<file path="config.mk">
export PLATFORM = sky130hd
export DESIGN_NAME = correl_peak_detect
export DESIGN_NICKNAME = d
export VERILOG_FILES = /design/src/rtl/correl_peak_detect.sv
export SDC_FILE = /design/constraint.sdc
export NUM_CORES = 2
export LEC_CHECK = 0
export ABC_AREA = 1
export ABC_CLOCK_PERIOD_IN_PS = 6200
export CAP_MARGIN = 20
export CORE_MARGIN = 4
export CORE_UTILIZATION = 27
export CTS_BUF_LIST = sky130_fd_sc_hd__clkbuf_8
export CTS_CLUSTER_DIAMETER = 120
export DETAILED_ROUTE_END_ITERATION = 10
export PLACE_DENSITY = 0.49
export SLEW_MARGIN = 40
export SYNTH_ARGS = -nofsm -noshare
export SYNTH_HDL_FRONTEND = slang
export SYNTH_SLANG_ARGS = --single-unit
</file>
<file path="constraint.sdc">
create_clock -name aclk -period 6.2 [get_ports aclk]
set_input_delay 1.24 -clock aclk [delete_from_list [all_inputs] [get_ports aclk]]
set_output_delay 1.24 -clock aclk [all_outputs]
set_load 0.1 [all_outputs]
</file>
<file path="src/rtl/correl_peak_detect.sv">
// Peak search over the matched-filter correlator output: |x|^2 per beat, maximum per frame,
// one {index, magnitude} result per frame with threshold-detect and framing-error flags.
module correl_peak_detect #(
  parameter int DATA_W    = 16,
  parameter int FRAME_LEN = 1024,
  parameter int IDX_W     = 10,
  parameter int MAG_W     = 32
) (
  input  logic                   aclk,
  input  logic                   aresetn,
  input  logic [DATA_W-1:0]      S_AXIS_RE_tdata,
  input  logic                   S_AXIS_RE_tvalid,
  input  logic                   S_AXIS_RE_tlast,
  output logic                   S_AXIS_RE_tready,
  input  logic [DATA_W-1:0]      S_AXIS_IM_tdata,
  input  logic                   S_AXIS_IM_tvalid,
  output logic                   S_AXIS_IM_tready,
  input  logic [MAG_W-1:0]       thresh,
  output logic [IDX_W+MAG_W-1:0] M_AXIS_PEAK_tdata,
  output logic                   M_AXIS_PEAK_tvalid,
  input  logic                   M_AXIS_PEAK_tready,
  output logic                   peak_detect,
  output logic                   frame_err
);

  typedef enum logic [1:0] {
    ST_ACCUM  = 2'd0,
    ST_DRAIN  = 2'd1,
    ST_OUTPUT = 2'd2
  } state_t;

  // Squares of 16-bit signed values fit in 31 unsigned bits; arithmetic mod 2^31 is exact here.
  localparam int               SQ_W     = 2 * DATA_W - 1;
  localparam logic [IDX_W-1:0] LAST_IDX = IDX_W'(FRAME_LEN - 1);

  state_t                   state_r;
  state_t                   state_nxt_s;
  logic                     drain_cnt_r;
  logic                     tready_r;
  logic [IDX_W-1:0]         cnt_r;
  logic                     beat_s;
  logic                     first_s;
  logic                     end_s;
  logic                     err_s;
  logic                     handshake_s;
  logic                     out_load_s;
  logic [MAG_W-1:0]         thresh_r;
  logic                     ferr_r;
  logic [SQ_W-1:0]          re_ext_s;
  logic [SQ_W-1:0]          im_ext_s;
  logic [SQ_W-1:0]          re_sq_s;
  logic [SQ_W-1:0]          im_sq_s;
  logic                     p1_valid_r;
  logic                     p1_first_r;
  logic [IDX_W-1:0]         p1_idx_r;
  logic [SQ_W-1:0]          p1_re2_r;
  logic [SQ_W-1:0]          p1_im2_r;
  logic [MAG_W-1:0]         mag_s;
  logic [MAG_W-1:0]         max_r;
  logic [IDX_W-1:0]         max_idx_r;
  logic                     tvalid_r;
  logic [IDX_W+MAG_W-1:0]   tdata_r;
  logic                     pd_r;
  logic                     fe_r;

  assign beat_s      = S_AXIS_RE_tvalid & S_AXIS_IM_tvalid & tready_r;
  assign first_s     = (cnt_r == {IDX_W{1'b0}});
  assign end_s       = S_AXIS_RE_tlast | (cnt_r == LAST_IDX);
  // Short frame (early tlast) or forced close (full count without tlast).
  assign err_s       = S_AXIS_RE_tlast ? (cnt_r != LAST_IDX) : (cnt_r == LAST_IDX);
  assign handshake_s = tvalid_r & M_AXIS_PEAK_tready;
  assign out_load_s  = (state_r == ST_OUTPUT) & ~tvalid_r;

  assign re_ext_s = {{(SQ_W-DATA_W){S_AXIS_RE_tdata[DATA_W-1]}}, S_AXIS_RE_tdata};
  assign im_ext_s = {{(SQ_W-DATA_W){S_AXIS_IM_tdata[DATA_W-1]}}, S_AXIS_IM_tdata};
  assign re_sq_s  = re_ext_s * re_ext_s;
  assign im_sq_s  = im_ext_s * im_ext_s;
  assign mag_s    = MAG_W'(p1_re2_r) + MAG_W'(p1_im2_r);

  assign S_AXIS_RE_tready   = tready_r;
  assign S_AXIS_IM_tready   = tready_r;
  assign M_AXIS_PEAK_tdata  = tdata_r;
  assign M_AXIS_PEAK_tvalid = tvalid_r;
  assign peak_detect        = pd_r;
  assign frame_err          = fe_r;

  // Next-state decode for the accumulate / drain / output sequence.
  always_comb begin
    state_nxt_s = state_r;
    case (state_r)
      ST_ACCUM: begin
        if (beat_s && end_s) state_nxt_s = ST_DRAIN;
        else                 state_nxt_s = ST_ACCUM;
      end
      ST_DRAIN: begin
        if (drain_cnt_r) state_nxt_s = ST_OUTPUT;
        else             state_nxt_s = ST_DRAIN;
      end
      ST_OUTPUT: begin
        if (handshake_s) state_nxt_s = ST_ACCUM;
        else             state_nxt_s = ST_OUTPUT;
      end
      default: state_nxt_s = ST_ACCUM;
    endcase
  end

  // Control state, input ready, beat counter and per-frame latched threshold / error.
  always_ff @(posedge aclk) begin
    if (!aresetn) begin
      state_r     <= ST_ACCUM;
      drain_cnt_r <= 1'b0;
      tready_r    <= 1'b0;
      cnt_r       <= {IDX_W{1'b0}};
      thresh_r    <= {MAG_W{1'b0}};
      ferr_r      <= 1'b0;
    end else begin
      state_r     <= state_nxt_s;
      tready_r    <= (state_nxt_s == ST_ACCUM);
      drain_cnt_r <= (state_r == ST_DRAIN) ? (drain_cnt_r + 1'b1) : 1'b0;
      if (beat_s) begin
        cnt_r <= end_s ? {IDX_W{1'b0}} : (cnt_r + {{(IDX_W-1){1'b0}}, 1'b1});
        if (first_s) thresh_r <= thresh;
        if (end_s)   ferr_r   <= err_s;
      end
    end
  end

  // Two-stage squaring / magnitude pipeline with running maximum (ties keep the earlier index).
  always_ff @(posedge aclk) begin
    if (!aresetn) begin
      p1_valid_r <= 1'b0;
      p1_first_r <= 1'b0;
      p1_idx_r   <= {IDX_W{1'b0}};
      p1_re2_r   <= {SQ_W{1'b0}};
      p1_im2_r   <= {SQ_W{1'b0}};
      max_r      <= {MAG_W{1'b0}};
      max_idx_r  <= {IDX_W{1'b0}};
    end else begin
      p1_valid_r <= beat_s;
      if (beat_s) begin
        p1_first_r <= first_s;
        p1_idx_r   <= cnt_r;
        p1_re2_r   <= re_sq_s;
        p1_im2_r   <= im_sq_s;
      end
      if (p1_valid_r && (p1_first_r || (mag_s > max_r))) begin
        max_r     <= mag_s;
        max_idx_r <= p1_idx_r;
      end
    end
  end

  // Result beat: captured once on entry to OUTPUT, held stable until the handshake.
  always_ff @(posedge aclk) begin
    if (!aresetn) begin
      tvalid_r <= 1'b0;
      tdata_r  <= {(IDX_W+MAG_W){1'b0}};
      pd_r     <= 1'b0;
      fe_r     <= 1'b0;
    end else begin
      tvalid_r <= (state_r == ST_OUTPUT) & ~handshake_s;
      if (out_load_s) begin
        tdata_r <= {max_idx_r, max_r};
        pd_r    <= (max_r >= thresh_r);
        fe_r    <= ferr_r;
      end else if (handshake_s) begin
        pd_r <= 1'b0;
        fe_r <= 1'b0;
      end
    end
  end

endmodule

</file>
==> impl_results.md <==
* Status: finished clean
* Crit path required time at around 6.6 ns
* Die height at between 300 and 400 um
* Critical Setup Path Class: in -> reg
* I/O Buffers at approximately 120
* Hold_buf cts at 0
* CTS tree: done
* Hold Vio Cnt, Final at 0
* Max clock buf depth at 3
* DR iter-0 viols at 1139
* Grt peak-use layer: met2
* Share of cells above drive strength 1 at a little under a fifth
* Synth Net Count at between 4000 and 5000
* Antenna fix cells at 0
* Clock-pin slew on the worst setup and hold paths at 0.06 ns
* First-pass GRT wire length at about 130000 um
* Hold WC Path Type: reg -> reg
* Clock period minus worst slack at 6.05 ns
* R2r startpoint: p1_re2_r[18]$_SDFFE_PN0P_
* Ports at roughly 120
* DRT Pass-1 Iters at 5
* Largest net degree at the start of global routing at 87
* Largest stage delay, worst path at 0.63 ns
* Sequential area share after synthesis at approximately 14%
* Maxcap violations at 0
* Worst Reg2Reg Path Length in Cells at 22
* Most frequent cells in the layout: 985 x inv_1, 668 x nand2_1, 447 x fa_1
* FMAX at about 170 MHz
* Initial antenna violation count at 0
* CTS Sinks at 206
* Part of the cycle the worst path needs at a little over nine tenths
* Area delta synth->final at 26.4%
* Fin nets at slightly above 5000
* CP Capture Type: register
* WP buf/inv at 8
* Die area at roughly 0.11 mm2
* Max stage delay cell, worst path: fa_2
* Worst Hold Endpoint: drain_cnt_r$_SDFF_PN0_
* DRC at 0
* Hold slack at around 0.45 ns
* CORE AREA at 0.108 mm2
* Antenna-violating nets left at 0
* Mapped Area at about 0.029 mm2
* WL per Instance at approximately 14 um
* Setup TNS at 0 ns
* M3 GR Usage at 1.23%
* R2R Setup Slk at just over 2 ns
* Crit path max-delay family: adder cells
* Global route overflow at 0
* Final setup fails at 0
* Crit-path cells: dlygate4sd2_1, buf_12, nand2_2, inv_1, fa_2, buf_6, fa_1, fa_1, fa_1, fa_1, inv_1, fa_1, inv_1, ha_4, nand2_1, nor2_2, inv_1, nor3_4, nand3_2, nand4_1, nand3_1, o211ai_1, inv_1
* Syn avg cell area at ~7.6 um2
* Synth warn at 0
* Starting density of the core at 27.3%
* Yosys cell types at between 40 and 50
* Worst-margin pin slew at a little under 0.8 ns
* CTS root buffer: clkbuf_8
* Gr usage total at between 10% and 20%
* FF-to-FF End: max_r[28]$_SDFFE_PN0P_
* H-tree depth at 2
* Unrepaired setup endpoints after global routing: yes
* TritonCTS Buffers at 38
* Vias per inst at between 4 and 5
* Placer Congestion at 0.847
* #FFs+latches synth at approximately 210
* Total of fill cells in the finished design at 11400
* Die extent in x at roughly 340 um
* Routed WL at 82100 um
* Max FO, Critical Path at 9
* Syn Inst Count at 3856
* Most common cell after layout, fill and taps aside: inv_1
* Pins Over Slew Limit at 0
* Post-Route Skew at 0.0290 ns
* Vias in the first global route at between 20000 and 30000
* Hold_sp: drain_cnt_r$_SDFF_PN0_
* GR Util met1 at between 15 and 20%
* Worst Hold Depth at 1
* HPWL after detailed placement at 66900 um
* Vias at around 25000
* Worst EP arrival at between 6 and 7 ns
* Clock Latency Late Sink at between 0.5 and 0.6 ns
* Rows at between 100 and 150
* Normalized max-slew margin at approximately half
* Critical path startpoint category: input pin
* Met2 usage at 24.4%
==> metrics by stage <==
| step | utilization (%) | instance area (um2) | worst slack [ns] | instances |
|---|---|---|---|---|
| 6_report | 34.5 | 37200 | 0.152 | 5722 |
| 5_1_grt | 34.5 | 37200 | -0.0465 | 5722 |
| 4_1_cts | 33.4 | 36000 | -0.0328 | 5688 |
| 3_5_place_dp | 32.2 | 34600 | -0.880 | 5608 |
| 3_3_place_gp | 32.4 | 34900 | -0.899 | 5608 |
| 2_1_floorplan | - | 29600 | -0.00564 | 3856 |
==> cells by family (layout without fill, tap and decap cells) <==
kind of cell	after synthesis	after routing	share of synthesized area, %
and+or+nand+nor	1176	1176	16.6
DFF	206	206	14.0
buffers and inverters	1135	1598	14.7
adders and majority gates	730	730	42.8
xor gates and xnor gates	75	75	2.26
AOI/OAI and AO/OA	534	534	9.65
==> cell type report <==
cell class	instances	area, um2	share of cell area, %
clock inverters	15	90.1	0.242
well taps	1403	1760	4.72
multi-input cells	2515	22100	59.4
repair buffers	525	4620	12.4
flip-flops and latches	206	4130	11.1
clock buffers	50	688	1.85
inverters	1008	3800	10.2
==> synthesized netlist by cell type (all sizes together) <==
master  count  area [um2]
inv      1005        3770
nand2     711        2690
fa        459        9190
a21oi     275        1380
ha        271        3390
nor2      234         881
dfxtp     206        4120
o21ai     199         996
nand3     120         611
clkbuf     98         368
xor2       54         480
nand4      40         250
nor3       35         180
buf        29         156
xnor2      21         184
o21bai     16         120
nand3b     15         113
o211ai     12        90.1
or2        11        68.8
a21o        8        61.3
o21a        8        60.1
nor4        7        71.3
o221ai      5        43.8
a31o        4        35.0
a21boi      3        26.3
clkinv      3        11.3
nor3b       3        22.5
a31oi       2        12.5
a211oi      1        7.51
o31ai       1        7.51
==> metal layers <==
layer | routed length, um | vias up | share of wire (%)
met1 | 39100 | 11800 | 48
li1 | - | 12500 | -
met4 | 1360 | 0 | 1.7
met3 | 2880 | 73 | 3.5
met5 | 0 | - | 0
met2 | 38800 | 367 | 47
==> flip-flops by register name, indices dropped and copies added, names as in the netlist, 2 cells and up <==
name and count:
max_idx_r 10, cnt_r 10, max_r 32, p1_re2_r 30
M_AXIS_PEAK_tdata 42, p1_idx_r 10, p1_im2_r 30, state_r 2
thresh_r 32
==> what timing repair did <==
| item | 4_1_cts | 5_1_grt |
|---|---|---|
| buffers inserted | 13 | 20 |
| endpoints found under the setup margin | 33 | 42 |
| resized for setup | 109 | 223 |
| gates cloned | 2 | 14 |
| pin swaps | 28 | 96 |
| endpoints found under the hold margin | 0 | 0 |
==> how the worst max path moves through the flow <==
| stage | from | to | depth (start not counted) |
|---|---|---|---|
| floorplan | S_AXIS_IM_tdata[15] | p1_im2_r[29]$_SDFFE_PN0P_ | 24 |
| global placement | S_AXIS_RE_tdata[11] | p1_re2_r[22]$_SDFFE_PN0P_ | 24 |
| detailed placement | S_AXIS_RE_tdata[3] | p1_re2_r[22]$_SDFFE_PN0P_ | 23 |
| CTS | S_AXIS_RE_tdata[13] | p1_re2_r[22]$_SDFFE_PN0P_ | 23 |
| global route | S_AXIS_RE_tdata[15] | p1_re2_r[27]$_SDFFE_PN0P_ | 25 |
| finish | S_AXIS_IM_tdata[2] | p1_im2_r[26]$_SDFFE_PN0P_ | 23 |
Power is left out: the tool's default activity adds up to more than one toggle a clock period on the data nets, which glitch-free logic cannot reach.
